[src/rtl/ysyx_24110015_ifu_fetch.sv]
// Instruction fetch stage of the ysyx_24110015 RV32E multi-cycle core.
// Holds the PC, fetches one word per instruction over AR/R and hands it to the IDU.
module ysyx_24110015_ifu_fetch #(
    parameter logic [31:0] RESET_PC = 32'h8000_0000
) (
    input  logic        clk,
    input  logic        rst,

    output logic [31:0] araddr,
    output logic        arvalid,
    input  logic        arready,

    input  logic [31:0] rdata,
    input  logic [1:0]  rresp,
    input  logic        rvalid,
    output logic        rready,

    output logic [31:0] inst,
    output logic [31:0] pc,
    output logic        inst_valid,
    input  logic        inst_ready,

    input  logic [31:0] pc_next,
    input  logic        pc_next_valid,

    output logic        fetch_err,
    output logic [31:0] fetch_cnt
);

    typedef enum logic [2:0] {
        S_IDLE  = 3'd0,
        S_FETCH = 3'd1,
        S_WAIT  = 3'd2,
        S_VALID = 3'd3,
        S_EXEC  = 3'd4
    } state_e;

    state_e      state_q, state_d;
    logic [31:0] pc_q, pc_d;
    logic [31:0] inst_q, inst_d;
    logic [31:0] fetch_cnt_q, fetch_cnt_d;
    logic        fetch_err_q, fetch_err_d;
    logic        pc_misaligned;

    assign pc_misaligned = (pc_q[1:0] != 2'b00);

    always_comb begin
        // NOTE: every signal gets a default first so no path through the case leaves one unassigned (no latches).
        state_d     = state_q;
        pc_d        = pc_q;
        inst_d      = inst_q;
        fetch_cnt_d = fetch_cnt_q;
        fetch_err_d = 1'b0;

        case (state_q)
            S_IDLE: begin
                state_d = S_FETCH;
            end

            S_FETCH: begin
                // A misaligned PC never reaches the bus; a zero word is delivered instead.
                if (pc_misaligned) begin
                    inst_d      = 32'h0;
                    fetch_err_d = 1'b1;
                    state_d     = S_VALID;
                end else if (arready) begin
                    state_d = S_WAIT;
                end
            end

            S_WAIT: begin
                if (rvalid) begin
                    inst_d      = rdata;
                    fetch_err_d = (rresp != 2'b00);
                    state_d     = S_VALID;
                end
            end

            S_VALID: begin
                if (inst_ready) begin
                    fetch_cnt_d = fetch_cnt_q + 32'd1;
                    if (pc_next_valid) begin
                        pc_d    = pc_next;
                        state_d = S_FETCH;
                    end else begin
                        state_d = S_EXEC;
                    end
                end
            end

            S_EXEC: begin
                if (pc_next_valid) begin
                    pc_d    = pc_next;
                    state_d = S_FETCH;
                end
            end

            default: begin
                state_d = S_IDLE;
            end
        endcase
    end

    // NOTE: sequential state uses non-blocking assignments so all flops sample the same pre-edge values.
    always_ff @(posedge clk or negedge rst) begin
        if (!rst) begin
            state_q     <= S_IDLE;
            pc_q        <= RESET_PC;
            inst_q      <= 32'h0;
            fetch_cnt_q <= 32'h0;
            fetch_err_q <= 1'b0;
        end else begin
            state_q     <= state_d;
            pc_q        <= pc_d;
            inst_q      <= inst_d;
            fetch_cnt_q <= fetch_cnt_d;
            fetch_err_q <= fetch_err_d;
        end
    end

    // Handshake outputs decode the state register only, so no input reaches an output combinationally.
    assign arvalid    = (state_q == S_FETCH) && !pc_misaligned;
    assign rready     = (state_q == S_WAIT);
    assign inst_valid = (state_q == S_VALID);
    assign araddr     = pc_q;
    assign pc         = pc_q;
    assign inst       = inst_q;
    assign fetch_err  = fetch_err_q;
    assign fetch_cnt  = fetch_cnt_q;

endmodule
[config.mk]
export PLATFORM = sky130hd
export DESIGN_NAME = ysyx_24110015_ifu_fetch
export DESIGN_NICKNAME = d
export VERILOG_FILES = /design/src/rtl/ysyx_24110015_ifu_fetch.sv
export SDC_FILE = /design/constraint.sdc
export NUM_CORES = 1
export LEC_CHECK = 0
export CAP_MARGIN = 10
export CORE_UTILIZATION = 45
export CTS_BUF_LIST = sky130_fd_sc_hd__clkbuf_16
export CTS_CLUSTER_SIZE = 24
export DETAILED_ROUTE_END_ITERATION = 10
export GPL_ROUTABILITY_DRIVEN = 0
export PLACE_DENSITY = 0.95
export RECOVER_POWER = 100
export SYNTH_ARGS = -nofsm -noshare
export SYNTH_HDL_FRONTEND = slang
export SYNTH_SLANG_ARGS = --single-unit
export TNS_END_PERCENT = 1
[constraint.sdc]
create_clock -name clk -period 3.03 [get_ports clk]
set_clock_uncertainty 0.15 [all_clocks]
set_input_delay 0.4545 -clock clk [delete_from_list [all_inputs] [get_ports clk]]
set_output_delay 0.4545 -clock clk [all_outputs]
set_load 0.05 [all_outputs]
==> results.json, run 1 <==
{
  "initial_core_util_pct": 46.6,
  "tritoncts": "done",
  "synth_cell_type_count": 36,
  "via_per_inst": 4.93,
  "maxCapViolations": 0,
  "cts_setup_buffers": 0,
  "root_buffer": "clkbuf_16",
  "tightest_slew_ns": 1.10,
  "cp.arrival_ns": 2.13,
  "first_pass_iters": 4,
  "grt_usage_pct": 22.8,
  "diodes": 0,
  "num_rows": 36,
  "antenna_found_initial": 0,
  "min_path_type": "reg -> reg",
  "p_per_area_nw_per_um2": 1220,
  "die_h_um": 103,
  "final_antenna_net_count": 0,
  "hold_viol": 0,
  "grt_max_degree": 46,
  "cp_max_fo": 8,
  "route.vias.total": 3500,
  "syn_inst": 393,
  "synth_edf_count": 0,
  "drive_gt1_share_pct": 9.88,
  "final_nets": 646,
  "syn_area_um2": 4550,
  "drt_iter0_drc": 124,
  "grt_pass1_vias": 3670,
  "required_ns": 2.43,
  "critPathMaxStageDelay_ns": 0.92,
  "drcViolationCount": 0,
  "grtUsageMet3_pct": 6.24,
  "grt-busiest-layer": "met2",
  "yosys.area.top_type": "dfrtp_1",
  "cts_sinks": 100,
  "clk_latency_ns": 0.34,
  "area_delta_synth_final_pct": 48.5,
  "fin_setup_tns_ns": 0,
  "synth_top_flop_cell": "dfrtp_1",
  "wl_per_cell_um": 16.7,
  "start_kind": "flop",
  "crit_chain": "nor3_1 -> nor2b_1 -> dlygate4sd3_1",
  "nFillCells": 709,
  "dieArea_um2": 10500,
  "setup_viol": 0,
  "end_kind": "output pin",
  "core_area_um2": 9770,
  "period_minus_slack_ns": 2.73,
  "slowest_stage": "dlygate4sd3_1",
  "cts_buffers": 9,
  "ctsHtreeMaxLevel": 3,
  "synth.area.top_cells": "dfrtp_1 54%, mux2_2 7.7%, mux2i_1 7.0%",
  "io_pins": 204,
  "leakagePower_nw": 3.08,
  "grt_pass1_wl_um": 18200,
  "avgSynthCellArea_um2": 11.6,
  "regToRegStartpoint": "state_q[2]$_DFFE_PN0P_",
  "drt_wl_total_um": 11900,
  "grt_use_met2_pct": 41.8,
  "critical_path_class": "reg -> out",
  "worstRegToRegCells": 5,
  "crit_start": "state_q[1]$_DFFE_PN0P_",
  "synth_top_area_share_pct": 54.4,
  "r2r_slack_ns": 0.42,
  "rsz0062_at_grt": "false",
  "cts_buffer_depth": 2,
  "relSlewSlack_pct": 26.4,
  "globalRouteMet1Util_pct": 25.8,
  "setup.worst_path.end": "arvalid",
  "r2r-end": "araddr[30]$_DFFE_PN0P_",
  "async_flop_share_pct": 100,
  "finalMaxSlewViolations": 0,
  "worst_ir_drop_vdd_mv": 0.946,
  "ys_seq_area_share_pct": 55.0,
  "status": "finished clean",
  "cts.reportedPaths.clkPinSlew_ns": 0.07,
  "synth.ff_latch_count": 100,
  "die_x_um": 103,
  "timing.critical_path.max_delay_family": "buffers and inverters",
  "ys_warn_count": 0,
  "post_cts_resized": 0,
  "clock.fmax_mhz": 366,
  "synthesis.nets": 466,
  "critical_path_depth": 3,
  "path_buf_inv": 1,
  "fin_crit_sh_pct": 90.2,
  "dp_hpwl_um": 9050,
  "gr-total-overflow": 0,
  "whs_ns": 0.342,
  "numPortBuffers": 203
}
layout by cell type, fill, tap and decap left out, drive strengths merged, types with 4 or more instances in the layout:
| cell | n |
|---|---|
| clkdlybuf4s50 | 69 |
| dfrtp | 99 |
| nand2 | 49 |
| nand3 | 8 |
| clkbuf | 15 |
| xnor2 | 29 |
| mux2 | 32 |
| mux2i | 32 |
| nor3 | 5 |
| buf | 4 |
| inv | 37 |
| dlygate4sd3 | 133 |
| nor2 | 9 |
| and3 | 6 |
| nand4 | 18 |
| a21oi | 4 |
flip-flops by register name, summed over array words and instances (netlist names):
name and count:
araddr 32, fetch_cnt 32, inst 32, state_q 3, fetch_err 1
synth_stat cells (2+ instances only):
cell type / count
buf_2: 7
dfrtp_1: 99
nor3_1: 4
buf_4: 35
and2_1: 2
o21ai_0: 2
nor2b_1: 2
nand3_1: 8
nand2_1: 49
nand4_1: 18
nor4_4: 2
a21oi_1: 3
mux2i_1: 32
mux2_2: 31
and4_1: 3
xor2_1: 2
inv_1: 35
nor2_1: 8
and3_1: 6
xnor2_1: 29
power by group:
| group | internal [W] | switching [W] |
|---|---|---|
| combinational | 0.00151 | 0.00342 |
| clock | 0.000638 | 0.000487 |
| sequential | 0.00182 | 0.000363 |
| total | 0.00397 | 0.00427 |
what timing repair did:
item | CTS | global route
hold buffers | 1 | 0
endpoints found under the setup margin | 0 | 0
hold endpoints to repair | 41 | 0
worst min path at each step:
stage / start / end / slack (ns) / depth (start not counted)
final: fetch_cnt[31]$_DFFE_PN0P_ / fetch_cnt[31]$_DFFE_PN0P_ / 0.34 / 1
after global routing: fetch_cnt[22]$_DFFE_PN0P_ / fetch_cnt[22]$_DFFE_PN0P_ / 0.37 / 1
after CTS: fetch_cnt[31]$_DFFE_PN0P_ / fetch_cnt[31]$_DFFE_PN0P_ / 0.35 / 1
after detailed placement: rst / inst[20]$_DFFE_PN0P_ / 0.34 / 1
after global placement: rst / inst[24]$_DFFE_PN0P_ / 0.33 / 1
after floorplan: rst / araddr[0]$_DFFE_PN0P_ / 0.009 / 0
logic make-up (layout without fill, tap and decap cells):
logic type,count (synthesis),in the layout,share of synthesized area (%)
AOI/OAI and AO/OA,10,10,1.40
xor gates and xnor gates,31,31,5.96
adders and majority gates,1,1,0.275
buffers and inverters,78,262,9.51
DFF,100,100,55.0
muxes,64,64,14.9
and+or+nand+nor,109,109,12.9
final cells by class:
type | instances | area (um^2) | share of cell area [%]
Tap cell | 133 | 166 | 2.46
Clock buffer | 9 | 225 | 3.33
Timing Repair Buffer | 212 | 2090 | 30.9
Multi-Input combinational cell | 215 | 1580 | 23.4
Clock inverter | 6 | 63.8 | 0.943
Sequential cell | 100 | 2500 | 37.0
Inverter | 35 | 131 | 1.94
worst reg2reg max path, stage by stage, from the launching register on:
cell	delay, ns
dfrtp_1	0.50
nand2b_1	0.23
nor2_1	0.14
o21ai_1	0.85
buf_12	0.26
mux2_2	0.37
per-layer routing:
metal  part of all wire [%]  up-vias  wire (um)
met3                    7.1       17        847
met2                     52      149       6210
met1                     39     1701       4600
met5                      0        -          0
li1                       -     1633          -
met4                    1.7        0        197
stage by stage:
stage / setup WS (ns) / cell area, um^2 / power, W / instances / utilization [%]
after floorplan: 0.835 / 4550 / 0.00591 / 393 / -
after global placement: 0.635 / 6540 / 0.00732 / 694 / 66.9
after detailed placement: 0.587 / 6540 / 0.00745 / 694 / 66.9
after CTS: 0.336 / 6840 / 0.00861 / 710 / 70.0
after global routing: 0.231 / 6760 / 0.00861 / 710 / 69.2
final: 0.297 / 6760 / 0.00824 / 710 / 69.2
No activity file was read; power rests on OpenSTA's default activity.
==> run 2: changes to the inputs <==
ABC_AREA = 1   (was not set)
CORE_UTILIZATION = 46   (was 45)
SLEW_MARGIN = 20   (was not set)
==> results.json, run 2 <==
{
  "ys_seq_area_share_pct": 52.6,
  "final_nets": 813,
  "cp.arrival_ns": 2.18,
  "cts_setup_buffers": 0,
  "yosys.area.top_type": "dfrtp_1",
  "internal_power_w": 0.00343,
  "multiInputGateArea_um2": 1770,
  "cts.reportedPaths.clkPinSlew_ns": 0.07,
  "num_rows": 36,
  "fin_setup_tns_ns": 0,
  "nFillCells": 764,
  "regToRegStartpoint": "state_q[2]$_DFFE_PN0P_",
  "route.vias.total": 4524,
  "grt_max_degree": 52,
  "cts_buffer_depth": 2,
  "synth_edf_count": 0,
  "io_pins": 204,
  "grt_pass1_wl_um": 22000,
  "post-place-ws_ns": 0.440,
  "finalMaxSlewViolations": 0,
  "drt_iter0_drc": 265,
  "clock.fmax_mhz": 359,
  "numPortBuffers": 203,
  "ctsHtreeMaxLevel": 3,
  "synth_top_area_share_pct": 52.0,
  "antenna_found_initial": 0,
  "die_h_um": 104,
  "area_delta_synth_final_pct": 46.4,
  "hold_viol": 0,
  "drive_gt1_share_pct": 3.49,
  "grt_usage_pct": 25.4,
  "final-seq-area_um2": 2500,
  "grt_pass1_vias": 4476,
  "setup_viol": 0,
  "p_sw_w": 0.00344,
  "drt_wl_total_um": 13100,
  "synth.ff_latch_count": 100,
  "dp_hpwl_um": 9720,
  "synth_top_flop_cell": "dfrtp_1",
  "post_cts_resized": 0,
  "die_x_um": 104,
  "worst_ir_drop_vdd_mv": 0.681,
  "yosysMostFrequentCell": "nand2_1",
  "rsz0062_at_grt": "false",
  "maxCapViolations": 0,
  "via_per_inst": 5.15,
  "power_switching_share_pct": 50.0,
  "r2r-end": "inst[1]$_DFFE_PN0P_",
  "min_path_type": "in -> async",
  "tightest_slew_ns": 1.26,
  "leakagePower_nw": 3.57,
  "dp.cells": 862,
  "critPathMaxStageDelay_ns": 0.88,
  "cts_buffers": 9,
  "worstRegToRegCells": 8,
  "timing.critical_path.max_delay_family": "buffers and inverters",
  "first_pass_iters": 5,
  "wl_per_cell_um": 14.9,
  "final_cell_mix": "181 x nand2_1, 132 x dlygate4sd3_1, 99 x dfrtp_1",
  "tritoncts": "done",
  "fin_crit_sh_pct": 91.8,
  "p_clk_share_pct": 18.7,
  "required_ns": 2.43,
  "status": "finished clean",
  "p_seq_share_pct": 27.6,
  "p_per_area_nw_per_um2": 985,
  "synth.area.top_cells": "dfrtp_1 52%, nand2_1 14%, nand3_1 8.3%",
  "syn_inst": 573,
  "period_minus_slack_ns": 2.78,
  "end_kind": "output pin",
  "ctsHoldBuffers": 0,
  "cp_max_fo": 4,
  "gr-total-overflow": 0,
  "p_total_w": 0.00687,
  "dieArea_um2": 10800,
  "root_buffer": "clkbuf_16",
  "crit_chain": "nor2_1 -> nand4_1 -> inv_1 -> dlygate4sd3_1",
  "critical_path_class": "reg -> out",
  "synthesis.nets": 646,
  "clk_latency_ns": 0.34,
  "syn_area_um2": 4760,
  "core_area_um2": 9910,
  "avgSynthCellArea_um2": 8.31,
  "ys_warn_count": 0,
  "cts_sinks": 100,
  "initial_core_util_pct": 48.1,
  "final_cells": 878,
  "path_buf_inv": 2,
  "pwr-share-comb_pct": 53.7,
  "final_antenna_net_count": 0,
  "start_kind": "flop",
  "drcViolationCount": 0,
  "finalWorstSetupSlack_ns": 0.247,
  "layout_commonest_cell": "nand2_1",
  "synth_cell_type_count": 24,
  "r2r_slack_ns": 0.47,
  "relSlewSlack_pct": 16.0,
  "async_flop_share_pct": 100,
  "diodes": 0,
  "synthTopCellsByCount": "181 x nand2_1, 99 x dfrtp_1, 79 x nand3_1",
  "slowest_stage": "dlygate4sd3_1"
}
## run 2: power groups by stage
| stage | clock [W] | sequential (W) | combinational, W |
|---|---|---|---|
| final | 0.00128 | 0.00190 | 0.00369 |
| after floorplan | 0 | 0.00290 | 0.00182 |
| after detailed placement | 0 | 0.00194 | 0.00390 |
| after CTS | 0.00132 | 0.00192 | 0.00390 |
| after global placement | 0 | 0.00192 | 0.00382 |
| after global routing | 0.00137 | 0.00194 | 0.00388 |
## run 2: worst max-delay path by stage
| stage | start | to | cells after the start | slack (ns) |
|---|---|---|---|---|
| final | araddr[0]$_DFFE_PN0P_ | arvalid | 4 | 0.25 |
| after global routing | araddr[0]$_DFFE_PN0P_ | arvalid | 4 | 0.17 |
| after CTS | araddr[0]$_DFFE_PN0P_ | arvalid | 4 | 0.32 |
| after detailed placement | inst_ready | araddr[11]$_DFFE_PN0P_ | 7 | 0.44 |
| after global placement | inst_ready | araddr[1]$_DFFE_PN0P_ | 7 | 0.56 |
| after floorplan | fetch_cnt[0]$_DFFE_PN0P_ | fetch_cnt[30]$_DFFE_PN0P_ | 10 | 0.95 |
## run 2: metal layers
layer	part of all wire [%]	vias up	global-route usage (%)
met2	50	206	43.5
met5	0	-	0
li1	-	2158	-
met1	41	2128	31.9
met3	6.1	32	4.22
met4	2.7	0	10.6
## run 2: logic make-up after synthesis
logic type,share of synthesized area (%)
fa+ha+maj,0.263
xor+xnor,3.68
simple gates,29.5
flops,52.6
compound gates,3.91
buf+inv,10.1
## run 2: cell type report
type	instances	area share, %
Clock buffer	9	3.23
Clock inverter	7	1.65
Inverter	34	1.83
Multi-Input combinational cell	384	25.3
Sequential cell	100	35.9
Tap cell	133	2.39
Timing Repair Buffer	211	29.7
## run 2: through the flow
step	util [%]	hold slack, ns	instance area, um^2
after global routing	70.4	0.311	6980
after global placement	67.4	0.307	6680
final	70.4	0.200	6980
after detailed placement	67.4	0.317	6680
after floorplan	-	0.00891	4760
after CTS	70.8	0.00277	7020
==> run 3: changes to the inputs <==
RECOVER_POWER = 25   (was 100)
==> results.json, run 3 (synthesis results as in run 2) <==
{
  "status": "finished clean",
  "relSlewSlack_pct": 16.8,
  "hold_viol": 0,
  "cp_max_fo": 4,
  "leakagePower_nw": 3.30,
  "end_kind": "output pin",
  "finalWorstSetupSlack_ns": 0.301,
  "cts_buffer_depth": 2,
  "cts_sinks": 100,
  "area_delta_synth_final_pct": 47.0,
  "grt_usage_pct": 25.4,
  "cts_buffers": 9,
  "tightest_slew_ns": 1.25,
  "post-place-ws_ns": 0.440,
  "clock.fmax_mhz": 366,
  "setup_viol": 0,
  "drt_iter0_drc": 303,
  "die_h_um": 104,
  "initial_core_util_pct": 48.1,
  "required_ns": 2.43,
  "ctsHoldBuffers": 0,
  "diodes": 0,
  "core_area_um2": 9910,
  "cp.arrival_ns": 2.12,
  "grt_max_degree": 52,
  "io_pins": 204,
  "ctsHtreeMaxLevel": 3,
  "first_pass_iters": 6,
  "finalMaxSlewViolations": 0,
  "dieArea_um2": 10800,
  "clk_latency_ns": 0.34,
  "min_path_type": "in -> async",
  "p_per_area_nw_per_um2": 1010,
  "tritoncts": "done",
  "final_nets": 813,
  "dp_hpwl_um": 9720,
  "final_antenna_net_count": 0,
  "route.vias.total": 4525,
  "period_minus_slack_ns": 2.73,
  "maxCapViolations": 0,
  "final_cell_mix": "201 x clkdlybuf4s50_1, 181 x nand2_1, 99 x dfrtp_1",
  "worst_ir_drop_vdd_mv": 0.721,
  "numPortBuffers": 203,
  "drcViolationCount": 0,
  "fin_crit_sh_pct": 90.1,
  "cts.reportedPaths.clkPinSlew_ns": 0.07,
  "gr-total-overflow": 0,
  "cts_setup_buffers": 0,
  "fin_setup_tns_ns": 0,
  "die_x_um": 104,
  "antenna_found_initial": 0,
  "grt_pass1_wl_um": 22000,
  "rsz0062_at_grt": "false",
  "whs_ns": 0.197,
  "post_cts_resized": 0,
  "critical_path_class": "reg -> out",
  "via_per_inst": 5.15,
  "worstRegToRegCells": 7,
  "grt_pass1_vias": 4476,
  "num_rows": 36,
  "drive_gt1_share_pct": 4.16,
  "start_kind": "flop",
  "layout_commonest_cell": "clkdlybuf4s50_1",
  "wl_per_cell_um": 15.0,
  "root_buffer": "clkbuf_16",
  "drt_wl_total_um": 13200
}
-- run 3: cell count changes in the layout (fill, tap and decap cells not counted), sizes merged --
| cell | previous run | this run |
|---|---|---|
| clkdlybuf4s50 | 69 | 201 |
| dlygate4sd3 | 132 | 0 |
| buf | 5 | 8 |
| clkbuf | 14 | 11 |
-- run 3: power breakdown --
part / total [W] / leakage (nW) / switching, W / internal [W]
registers: 0.00192 / 1.32 / 0.000266 / 0.00166
clock network: 0.00129 / 0.163 / 0.000483 / 0.000804
logic: 0.00388 / 1.82 / 0.00272 / 0.00116
total: 0.00709 / 3.30 / 0.00347 / 0.00362
-- run 3: cell type report --
cell class / count / area (um^2)
tap: 133 / 166
clock inverter: 7 / 115
sequential: 100 / 2500
fill: 759 / 2910
multi-input combinational: 384 / 1780
timing repair buffer: 211 / 2080
clock buffer: 9 / 225
inverter: 34 / 128
-- run 3: final timing paths --
kind	start	endpoint	slack (ns)
max in group asynchronous	rst	araddr[23]$_DFFE_PN0P_	0.69
min reg2reg	araddr[31]$_DFFE_PN1P_	araddr[31]$_DFFE_PN1P_	0.32
min in group clk	araddr[31]$_DFFE_PN1P_	araddr[31]$_DFFE_PN1P_	0.32
min	rst	fetch_cnt[1]$_DFFE_PN0P_	0.20
max reg2reg	state_q[2]$_DFFE_PN0P_	araddr[12]$_DFFE_PN0P_	0.90
max	araddr[0]$_DFFE_PN0P_	arvalid	0.30
-- run 3: layer usage --
layer | GRT usage, % | vias to the layer above | routed length, um
li1 | - | 2150 | -
met4 | 10.6 | 0 | 346
met1 | 31.9 | 2131 | 5410
met5 | 0 | - | 0
met3 | 4.22 | 30 | 791
met2 | 43.5 | 214 | 6620
-- run 3: per-stage QoR --
step / cells / cell area [um^2] / util [%] / total power [W]
global route: 878 / 7000 / 70.7 / 0.00740
detailed placement: 862 / 6680 / 67.4 / 0.00584
finish: 878 / 7000 / 70.7 / 0.00709
floorplan: 573 / 4760 / - / 0.00473
CTS: 878 / 7020 / 70.8 / 0.00714
global placement: 862 / 6680 / 67.4 / 0.00574
-- run 3: critical path: stages, from the launching register on --
cell and delay, ns:
dfrtp_1 0.41, nor2_1 0.21, nand4_1 0.24, inv_1 0.13, clkdlybuf4s50_1 0.81
